**config.mk**
```make
export PLATFORM = sky130hd
export DESIGN_NAME = branch_predictor_table
export DESIGN_NICKNAME = d
export VERILOG_FILES = /design/src/rtl/branch_predictor_table_pkg.sv /design/src/rtl/branch_predictor_table_sat_ctr.sv /design/src/rtl/branch_predictor_table.sv
export SDC_FILE = /design/constraint.sdc
export NUM_CORES = 1
export LEC_CHECK = 0
export ABC_AREA = 1
export BUFFER_PORTS_ARGS = -buffer_cell sky130_fd_sc_hd__buf_4
export CAP_MARGIN = 40
export CORE_ASPECT_RATIO = 0.5
export CORE_MARGIN = 2
export CORE_UTILIZATION = 44
export CTS_BUF_LIST = sky130_fd_sc_hd__clkbuf_8
export DETAILED_ROUTE_END_ITERATION = 10
export PLACE_DENSITY_LB_ADDON = 0.3
export SYNTH_ARGS = -nofsm -noshare
export SYNTH_HDL_FRONTEND = slang
export SYNTH_SLANG_ARGS = --single-unit
```
**constraint.sdc**
```tcl
create_clock -name clk -period 3.05 [get_ports clk]
set_input_delay 0.61 -clock clk [delete_from_list [all_inputs] [get_ports clk]]
set_output_delay 0.61 -clock clk [all_outputs]
set_load 0.03 [all_outputs]
```
**src/rtl/branch_predictor_table_pkg.sv**
```systemverilog
// Shared types and counter helpers for the branch direction predictor.
// The helpers take the counter width as an argument so one package serves any CTR_W.
package bp_pkg;

  typedef enum logic {INIT, READY} bp_state_t;

  function automatic logic [31:0] sat_next(input logic [31:0] c, input logic taken,
                                           input int ctr_w);
    logic [31:0] max_v;
    max_v = (32'd1 << ctr_w) - 32'd1;
    if (taken) return (c >= max_v) ? max_v : c + 32'd1;
    return (c == 32'd0) ? 32'd0 : c - 32'd1;
  endfunction

  // The midpoint counter is the weakly-undecided state.
  // The backward-branch hint only breaks the tie there.
  function automatic logic predict(input logic [31:0] c, input logic back,
                                   input int ctr_w, input logic back_hint);
    logic [31:0] mid_v;
    mid_v = 32'd1 << (ctr_w - 1);
    return (c > mid_v) || ((c == mid_v) && back && back_hint);
  endfunction

endpackage

```
**src/rtl/branch_predictor_table_sat_ctr.sv**
```systemverilog
// Next-value logic for one saturating counter on the training path.
module bp_sat_ctr
  import bp_pkg::*;
#(
  parameter int CTR_W = 2
) (
  input  logic [CTR_W-1:0] ctr,
  input  logic             taken,
  output logic [CTR_W-1:0] ctr_next
);

  assign ctr_next = CTR_W'(sat_next(32'(ctr), taken, CTR_W));

endmodule

```
**src/rtl/branch_predictor_table.sv**
```systemverilog
// Bimodal / gshare direction predictor: table of saturating counters with a
// registered one-cycle lookup, training port and a post-reset init sweep.
module branch_predictor_table
  import bp_pkg::*;
#(
  parameter int INDEX_W   = 6,
  parameter int CTR_W     = 2,
  parameter int GHR_W     = 0,
  parameter int BACK_HINT = 1
) (
  input  logic               clk,
  input  logic               reset,
  input  logic               lookup_valid,
  input  logic [31:0]        lookup_pc,
  input  logic               back,
  output logic               pred_valid,
  output logic               predicttaken,
  output logic [INDEX_W-1:0] pred_index,
  input  logic               upd_valid,
  input  logic [INDEX_W-1:0] upd_index,
  input  logic               upd_taken,
  output logic               busy
);

  localparam int             ENTRIES = 1 << INDEX_W;
  localparam logic [CTR_W-1:0] MID   = CTR_W'(1 << (CTR_W - 1));

  bp_state_t          state;
  logic [INDEX_W-1:0] init_ptr;
  logic [CTR_W-1:0]   ctr_table [ENTRIES];
  logic [INDEX_W-1:0] ghr_ext;
  logic [INDEX_W-1:0] idx;
  logic [CTR_W-1:0]   upd_next;
  logic               upd_en;
  logic               unused_pc_bits;

  assign busy           = (state == INIT);
  assign upd_en         = (state == READY) && upd_valid;
  assign idx            = lookup_pc[INDEX_W+1:2] ^ ghr_ext;
  assign unused_pc_bits = ^{lookup_pc[31:INDEX_W+2], lookup_pc[1:0]};

  generate
    if (GHR_W > 0) begin : g_gshare
      logic [GHR_W-1:0] ghr;
      // Low-bit truncation of the concatenation also covers the one-bit history.
      always_ff @(posedge clk or posedge reset) begin
        if (reset) ghr <= '0;
        else if (upd_en) ghr <= GHR_W'({ghr, upd_taken});
      end
      assign ghr_ext = INDEX_W'(ghr);
    end else begin : g_bimodal
      assign ghr_ext = '0;
    end
  endgenerate

  bp_sat_ctr #(.CTR_W(CTR_W)) u_sat_ctr (
    .ctr      (ctr_table[upd_index]),
    .taken    (upd_taken),
    .ctr_next (upd_next)
  );

  // Storage carries no reset; the INIT sweep establishes every entry.
  always_ff @(posedge clk) begin
    if (state == INIT) ctr_table[init_ptr] <= MID;
    else if (upd_valid) ctr_table[upd_index] <= upd_next;
  end

  always_ff @(posedge clk or posedge reset) begin
    if (reset) begin
      state        <= INIT;
      init_ptr     <= '0;
      pred_valid   <= 1'b0;
      predicttaken <= 1'b0;
      pred_index   <= '0;
    end else begin
      case (state)
        INIT: begin
          pred_valid <= 1'b0;
          init_ptr   <= init_ptr + 1'b1;
          if (init_ptr == INDEX_W'(ENTRIES - 1)) state <= READY;
        end
        READY: begin
          pred_valid <= lookup_valid;
          if (lookup_valid) begin
            pred_index   <= idx;
            predicttaken <= predict(32'(ctr_table[idx]), back, CTR_W, BACK_HINT != 0);
          end
        end
        default: state <= INIT;
      endcase
    end
  end

endmodule

```
# Yosys cells after proc, flatten, opt, wreduce, memory -nomap -nowiden
# Memory sizes are Yosys's and may differ from the RTL's.
# Cells that the tools add are included.
# totals
output_inout_bits	9
register_bits	15
ram_bits	128
mem_bits_ro	0
latchBits	0
elab_cells	34
inputBits	44
memories	1
# memory_table
name	words	word_bits	read_ports	rd_ports_with_merged_regs	write_ports	line_no	text
ctr_table	64	2	2	0	1	branch_predictor_table.sv:30	logic [CTR_W-1:0] ctr_table [ENTRIES];
# classes
n_reduce_logical	5
shifts	0
multipliers	0
bitwise_logic	1
eq_ne	2
muxes	15
add_sub_neg	3
div_mod_pow	0
order_cmp	2
# ops
op	count
2-bit two-way mux	5
1-bit two-way mux	8
6-bit by 1-bit adder with 6-bit output (second input constant)	1
6-bit equality test (second input constant)	1
6-bit two-way mux	1
2-bit by 1-bit adder with 2-bit output (second input constant)	1
2-bit equality test (second input constant)	1
2-bit >= comparator (second input constant)	1
2-bit > comparator (second input constant)	1
2-bit logical NOT	1
1-bit case mux with 2 select lines	1
2-bit AND reduction	1
2-bit OR reduction	1
2-bit by 1-bit subtractor with 2-bit output (second input constant)	1
1-bit logical AND	1
1-bit logical OR	1
1-bit NOT	1

# Depth between registers and ports, before layout
# Gate-level depths: netlist of run 1.
# An unclocked memory read counts as a cell.
# logic_depth
depth_word	6
mapped_depth	15
ltp_nobuf	13

# Cells and area by module
# From an unflattened synthesis of run 1, not the netlist that was laid out.
# hier_totals
cells_unflattened	897
hier_area_um2	7624.8
# modules_own_cells
module	instances	area_per_inst_um2	cells_per_inst	seq_area_each_um2
branch_predictor_table	1	7599.8	891	4219.0
bp_sat_ctr	1	25.0	6	0.0

# Worst setup path after synthesis of run 1
# No wires, ideal clock.
# synth_path
kind	input port to flip-flop
start	in upd_index[2]
end	mem ctr_table[0][0], data pin
path_slack_ns	-0.831
path_stages	11
t_arrival_ns	3.333
setup_ns	0.548
path_buffers	2
required_ns	2.502
path_cell_list	buf_2 -> inv_1 -> buf_2 -> nand3_1 -> nand2_1 -> nand2_1 -> nand3_1 -> nand3_1 -> nand2_1 -> nand2_1 -> a21oi_1
# synth_via
elab_chain_len	6
elab_cells_between_ends	10
cone_classes	2 x add/sub; 1 x order compare; 5 x mux; 1 x reduce/logical; 1 x memory
# synth_lines
item	line_no	text
from (decl)	branch_predictor_table.sv:20	input logic [INDEX_W-1:0] upd_index,
memory read 64 x 2 bit *	n/a	
2-bit by 1-bit adder with 2-bit output or 2-bit >= comparator (tied branches)	branch_predictor_table_pkg.sv:11	if (taken) return (c >= max_v) ? max_v : c + 32'd1;
2-bit two-way mux (2 in series)	branch_predictor_table_pkg.sv:11	
2-bit two-way mux *	branch_predictor_table_pkg.sv:12	return (c == 32'd0) ? 32'd0 : c - 32'd1;
2-bit two-way mux (no line) *	n/a	
to (decl)	branch_predictor_table.sv:30	
# Every way passes the cells marked *; elsewhere a longest branch is shown, timed or not. The select of a mux whose other input is x is not followed.

# Final worst setup path of run 1
# layout_path
start	in upd_index[0]
end	mem ctr_table[19][1], data pin
# The elaborated chain is that of the path after synthesis.

==> flow_summary_export.csv, run 1 <==
group,metric,value,unit
status,outcome,"finished clean",
timing,fin_crit_sh,0.779,
logic_synthesis,synth-seq-cells,143,
timing,hold_viol,0,
timing,rsz0062_at_grt,"false",
cells_and_area,final_nets,956,
global_route,grt_pass1_vias,6151,
logic_synthesis,yosys.cell_types.count,40,
route,dr_total_vias,6657,
timing,fmax,421,MHz
die,die-area,19000,um2
worst_setup_path,required,3.25,ns
logic_synthesis,synth_compound_area_frac,0.0559,
global_route,antenna_found_initial,0,
die,die_w,193,um
placement,io_buffers,26,
clocking,cts_tree,"built",
logic_synthesis,syn_nets,944,
timing,final-setup-viol-count,0,
global_route,grt_pass1_wl,34.9,mm
logic_synthesis,yosys_warnings,0,
logic_synthesis,synth_xor_xnor_area_share,0.00559,
worst_setup_path,r2r_slack,0.82,ns
timing,final-max-slew-violation-count,0,
logic_synthesis,synth_edf_count,128,
clocking,path_clk_slew,0.08,ns
route,drt-initial-drc-count,897,
placement,place_area,8260,um2
clocking,cts_buffer_depth,2,
worst_setup_path,crit_arrival,2.57,ns
die,rows,34,
clocking,cts_resized,0,
timing,fin_crit,2.37,ns
route,ant_nets,0,
placement,dp_hpwl,14.3,mm
die,die_h,98.4,um
die,initial_core_util,0.451,
logic_synthesis,synthSimpleGateAreaFrac,0.341,
logic_synthesis,ys.flop_type,"edfxtp_1",
route,drc,0,
cells_and_area,fillers,1572,
timing,max_slew_margin,0.526,
worst_setup_path,start_kind,"primary input",
clocking,numCtsBuffers,17,
clocking,htreeDepth,4,
global_route,gr-total-overflow,0,
clocking,clkLatencyLatePin,0.44,ns
timing,tns,0,ns
logic_synthesis,synth_area,7840,um2
power_and_ir_drop,vdd_drop_max,0.000278,V
logic_synthesis,netlist_instances,899,
cells_and_area,synthToLayoutAreaGrowth,10.8,%
worst_setup_path,cp_max_fo,39,
worst_setup_path,rr_worst_depth,6,
power_and_ir_drop,p_leak,0.00331,uW
logic_synthesis,synthMuxAreaShare,0,
cells_and_area,utilization,0.499,
logic_synthesis,synth_top_family_by_area,"simple AND/OR/NAND/NOR gates",
placement,place_congestion,0.881,
logic_synthesis,synth.avg_cell_area,8.72,um2
worst_setup_path,crit_type,"in -> reg",
global_route,groute.usage.overall,0.249,
logic_synthesis,synth-seq-area-share,0.538,
route,drt_wl_total,22.6,mm
global_route,grt_max_degree,64,
hold_path,hp-class,"in -> async",
cells_and_area,finish.instance_area,8690,um2
clocking,clock-root-buffer,"clkbuf_8",
clocking,postCtsHoldBufs,0,
worst_setup_path,reg2reg_to,"ctr_table[46][0]",
cells_and_area,antenna-diode-count,0,
worst_setup_path,crit_path_end_kind,"flop",
route,via_per_inst,5.75,
worst_setup_path,regToRegStartpoint,"state",
timing,skew,0.0165,ns
logic_synthesis,yosys.area_share.adder,0.00160,
route,firstDrtPassIters,7,
clocking,clock_sinks,143,
cells_and_area,drive_gt1_frac,0.127,
clocking,cts_setup_buffers,0,
run,max_cap_violations,0,
die,core-area,17400,um2
power_and_ir_drop,powerDensity,476,nW/um2
route,avgRoutedWirePerCell,19.5,um
timing,max_slew.worst_pin.slew,0.709,ns
die,ios,53,
power_and_ir_drop,p_total,4130,uW
logic_synthesis,synth-async-reset-ratio,0.105,
## worst max-delay path, stage by stage
cell and delay [ns]:
buf_4 0.13, inv_2 0.29, buf_12 0.26, nand2_1 0.08
o211ai_1 0.08, nand2_1 0.07, o21ai_1 0.17, nand2_1 0.07
nand2_1 0.06, nand3_1 0.08, nand2_1 0.14, nand2_1 0.08
nand2_2 0.07, buf_4 0.33
## cells in the final DEF (no fill, tap or decap), drive strengths merged
cell type and n:
a21oi 9, and2 1, buf 46, bufinv 4, clkbuf 17, clkinv 7, clkinvlp 2, dfrtp 15
edfxtp 128, ha 1, inv 36, nand2 285, nand3 170, nand4 6, nor2 118, nor3 3
nor4 6, o211ai 9, o21ai 49, o22ai 2, o31ai 1, or2 3, xnor2 1, xor2 4
## per-layer routing
layer,share of wire,wire length [um],track usage,vias up
met1,0.43,9790,0.367,3103
met2,0.43,9620,0.357,425
met5,0,0,0,-
met3,0.12,2750,0.0665,57
met4,0.018,417,0.0728,0
li1,-,-,-,3072
## metrics by stage
step           setup WS, ns  hold WS (ns)  instances
5_1_grt               0.546         0.243       1157
6_report              0.676         0.212       1157
4_1_cts               0.743         0.225       1157
3_3_place_gp          0.317         0.466       1126
2_1_floorplan        0.0496         0.456        899
3_5_place_dp          0.298         0.475       1126
## flip-flops by register name, indices dropped and copies added (netlist names)
register and flops:
pred_index 6, init_ptr 6, ctr_table 128, pred_valid 1
state 1, predicttaken 1
## cells in the mapped netlist, types with 6 or more instances
| cell | number | area [um2] |
|---|---|---|
| dfrtp_1 | 15 | 375 |
| edfxtp_1 | 128 | 3840 |
| buf_6 | 6 | 67.6 |
| o21ai_1 | 9 | 45.0 |
| a21oi_1 | 9 | 45.0 |
| nor2_1 | 115 | 432 |
| nand3_1 | 163 | 816 |
| nand4_4 | 6 | 128 |
| nand2_1 | 280 | 1050 |
| o21ai_0 | 34 | 170 |
| o211ai_1 | 9 | 67.6 |
| inv_1 | 27 | 101 |
| buf_2 | 36 | 180 |
## worst max path at each step
| stage | from | endpoint | slack, ns | cells past startpoint |
|---|---|---|---|---|
| global placement | upd_index[0] | ctr_table[14][1] | 0.32 | 14 |
| floorplan | upd_index[0] | ctr_table[0][0] | 0.05 | 13 |
| finish | upd_index[0] | ctr_table[19][1] | 0.68 | 14 |
| detailed placement | upd_index[0] | ctr_table[11][1] | 0.30 | 14 |
| CTS | upd_index[0] | ctr_table[19][1] | 0.74 | 14 |
| global route | upd_index[0] | ctr_table[16][1] | 0.55 | 14 |
## final cells by class
cell class / instances / area, um2 / area share
tap: 234 / 293 / 0.0337
clock inverter: 14 / 191 / 0.0220
timing repair buffer: 46 / 433 / 0.0498
multi-input combinational: 668 / 3180 / 0.366
inverter: 35 / 141 / 0.0163
sequential: 143 / 4220 / 0.486
clock buffer: 17 / 234 / 0.0269
## where the power goes
| group | leakage, uW | internal, uW | switching [uW] | total (uW) |
|---|---|---|---|---|
| Clock | 0.000207 | 887 | 759 | 1650 |
| Sequential | 0.00109 | 2100 | 0 | 2100 |
| Combinational | 0.00201 | 121 | 266 | 387 |
| Total | 0.00331 | 3110 | 1030 | 4130 |
## cells by family (layout without fill, tap and decap cells)
kind of cell    Yosys count  in the layout
compound gates           70             70
xor+xnor                  5              5
fa+ha+maj                 1              1
buf+inv                  88            112
flops                   143            143
simple gates            592            592
No activity file was read; power rests on OpenSTA's default activity.
==> run 2: changes to the inputs <==
--- a/config.mk
+++ b/config.mk
@@ -5,7 +5,7 @@
 export SDC_FILE = /design/constraint.sdc
 export NUM_CORES = 1
 export LEC_CHECK = 0
-export ABC_AREA = 1
+export ABC_AREA = 0
 export BUFFER_PORTS_ARGS = -buffer_cell sky130_fd_sc_hd__buf_4
 export CAP_MARGIN = 40
 export CORE_ASPECT_RATIO = 0.5
==> constraint.sdc (replaced) <==
create_clock -name clk -period 2.4 [get_ports clk]
set_input_delay 0.48 -clock clk [delete_from_list [all_inputs] [get_ports clk]]
set_output_delay 0.48 -clock clk [all_outputs]
set_load 0.03 [all_outputs]
==> run 2 against run 1 <==
Net effect: the flow now finishes with violations (setup timing); synthesized cell count fell by 51%; non-clock buffer count increased by 44; global-route usage decreased by 1.6 points; critical path type is now reg -> reg; critical endpoint is now ctr_table[2][0].
==> flow_summary_export.csv, run 2 <==
group,metric,value,unit
global_route,grt_max_degree,37,
global_route,grt_pass1_vias,4645,
cells_and_area,final_nets,577,
clocking,clkLatencyLatePin,0.46,ns
logic_synthesis,netlist_instances,445,
timing,holdWs,0.0848,ns
logic_synthesis,yosys.cell_types.count,44,
die,ios,53,
logic_synthesis,yosys.area.top_type_share,0.540,
logic_synthesis,synth_edf_count,128,
cells_and_area,largest_reg_flops,128,
hold_path,hp-class,"in -> async",
cells_and_area,fillers,1234,
logic_synthesis,synth.avg_cell_area,16.0,um2
status,failed_checks,"setup timing",
cells_and_area,multiInputGateArea,2890,um2
timing,fin_crit,2.54,ns
clocking,numCtsBuffers,17,
placement,dp_hpwl,12.9,mm
clocking,clock_sinks,143,
run,max_cap_violations,0,
logic_synthesis,syn_nets,490,
route,via_per_inst,6.11,
clocking,clock-root-buffer,"clkbuf_8",
cells_and_area,largest_register,"ctr_table",
timing,hold_viol,0,
worst_setup_path,required,2.59,ns
timing,rsz0062_at_grt,"true",
logic_synthesis,synth-seq-area-share,0.592,
route,dr_total_vias,4582,
global_route,groute.usage.overall,0.233,
timing,fmax,393,MHz
die,die-area,17300,um2
timing,skew,0.0146,ns
cells_and_area,reg.largest.list,"ctr_table: 128 flops, init_ptr: 6 flops, pred_index: 6 flops",
logic_synthesis,synth-seq-cells,143,
logic_synthesis,ys.flop_type,"edfxtp_1",
timing,final-max-slew-violation-count,0,
status,outcome,"finished with violations",
clocking,htreeDepth,4,
cells_and_area,finish.instance_area,8640,um2
die,die_h,94.0,um
worst_setup_path,start_kind,"flop",
cells_and_area,most-common-layout-cells,"edfxtp_1 (128), buf_4 (77), nor2_1 (71), mux4_2 (67), nand2_1 (32)",
cells_and_area,synthToLayoutAreaGrowth,21.3,%
placement,io_buffers,26,
die,die_w,184,um
route,avgRoutedWirePerCell,24.6,um
worst_setup_path,cp_max_fo,36,
route,firstDrtPassIters,5,
global_route,grt_pass1_wl,28.3,mm
logic_synthesis,synth_area,7120,um2
cells_and_area,utilization,0.553,
die,rows,32,
clocking,cts_tree,"built",
clocking,cts_buffer_depth,2,
timing,setup_ws,-0.141,ns
placement,place_congestion,0.869,
logic_synthesis,yosys_warnings,0,
power_and_ir_drop,p_leak,0.00256,uW
timing,max_slew.worst_pin.slew,0.589,ns
logic_synthesis,synth_commonest_cells,"edfxtp_1 (128), nor2_1 (71), mux4_2 (64)",
worst_setup_path,crit_arrival,2.73,ns
power_and_ir_drop,powerDensity,584,nW/um2
cells_and_area,drive_gt1_frac,0.396,
route,drt-initial-drc-count,617,
route,drc,0,
logic_synthesis,yosysTopAreaCell,"edfxtp_1",
timing,final-setup-viol-count,128,
worst_setup_path,crit_path_end_kind,"flop",
worst_setup_path,crit_type,"reg -> reg",
cells_and_area,final_common_cell,"edfxtp_1",
logic_synthesis,synth-async-reset-ratio,0.105,
placement,place_area,8060,um2
logic_synthesis,yosysMostFrequentCell,"edfxtp_1",
power_and_ir_drop,vdd_drop_max,0.000314,V
route,ant_nets,0,
global_route,gr-total-overflow,0,
global_route,antenna_found_initial,1,
logic_synthesis,synthTopCellsByArea,"edfxtp_1 (54%), mux4_2 (20%), dfrtp_1 (5.3%)",
die,initial_core_util,0.456,
timing,max_slew_margin,0.607,
clocking,path_clk_slew,0.09,ns
timing,fin_crit_sh,1.06,
cells_and_area,final-seq-area,4220,um2
die,core-area,15600,um2
route,drt_wl_total,18.5,mm
-- run 2: final timing paths --
| check | cells after the start | from | end | slack [ns] |
|---|---|---|---|---|
| max in group asynchronous | 2 | reset | init_ptr[5] | 1.93 |
| hold reg to reg | 2 | pred_index[5] | pred_index[5] | 0.49 |
| min in group clk | 3 | lookup_pc[7] | pred_index[5] | 0.28 |
| setup / recovery | 7 | ctr_table[26][1] | ctr_table[2][0] | -0.14 |
| hold / removal | 2 | reset | pred_index[4] | 0.08 |
| setup reg to reg | 7 | ctr_table[26][1] | ctr_table[2][0] | -0.14 |
-- run 2: where the power goes --
part           total [uW]  internal, uW  switching (uW)  leakage, uW
clock network        2040          1040            1000     0.000207
registers            2670          2670               0      0.00109
logic                 330           163             167      0.00126
total                5040          3870            1170      0.00256
-- run 2: final cells by class --
class / instances / share of cell area
Sequential cell: 143 / 0.488
Multi-Input combinational cell: 273 / 0.335
Timing Repair Buffer: 90 / 0.0960
Tap cell: 204 / 0.0295
Clock buffer: 17 / 0.0271
Clock inverter: 15 / 0.0209
Inverter: 7 / 0.00304
Antenna cell: 1 / 0.000290
-- run 2: worst max-delay path, cell delays in order, from the launching register on --
cell and delay, ns:
edfxtp_1 0.40, mux4_2 0.51, a22oi_2 0.21, a31oi_2 0.13
or4_4 0.58, o21ai_4 0.17, a21oi_4 0.09, buf_12 0.18
-- run 2: what timing repair did --
action	4_1_cts	5_1_grt
endpoints found under the hold margin	0	0
setup buffers	3	0
endpoints found under the setup margin	128	128
hold buffers	0	0
pin swaps	5	3
cloned	3	0
resized for setup	13	4
-- run 2: through the flow --
stage / power (uW) / setup WS, ns / setup TNS, ns / std cells
global placement: 3010 / -0.787 / -97.84 / 711
finish: 5040 / -0.141 / -14.08 / 750
floorplan: 2900 / -0.518 / -48.66 / 445
global route: 5180 / -0.225 / -24.29 / 750
detailed placement: 3020 / -0.829 / -102.87 / 711
CTS: 5060 / -0.0957 / -7.25 / 749
-- run 2: cell families (layout without fill, tap and decap cells) --
family,after synthesis,count (layout),synth area share
buffers and inverters,32,129,0.0251
xor gates and xnor gates,5,5,0.00615
AOI/OAI and AO/OA,34,34,0.0330
and+or+nand+nor,138,141,0.0825
other,0,1,0
DFF,143,143,0.592
adders and majority gates,2,2,0.00316
muxes,91,91,0.258
-- run 2: metal layers --
| layer | GRT usage | up-vias | share of wire |
|---|---|---|---|
| met1 | 0.346 | 2388 | 0.45 |
| met4 | 0.0720 | 0 | 0.018 |
| met3 | 0.0465 | 21 | 0.089 |
| met5 | 0 | - | 0 |
| li1 | - | 1962 | - |
| met2 | 0.348 | 211 | 0.45 |
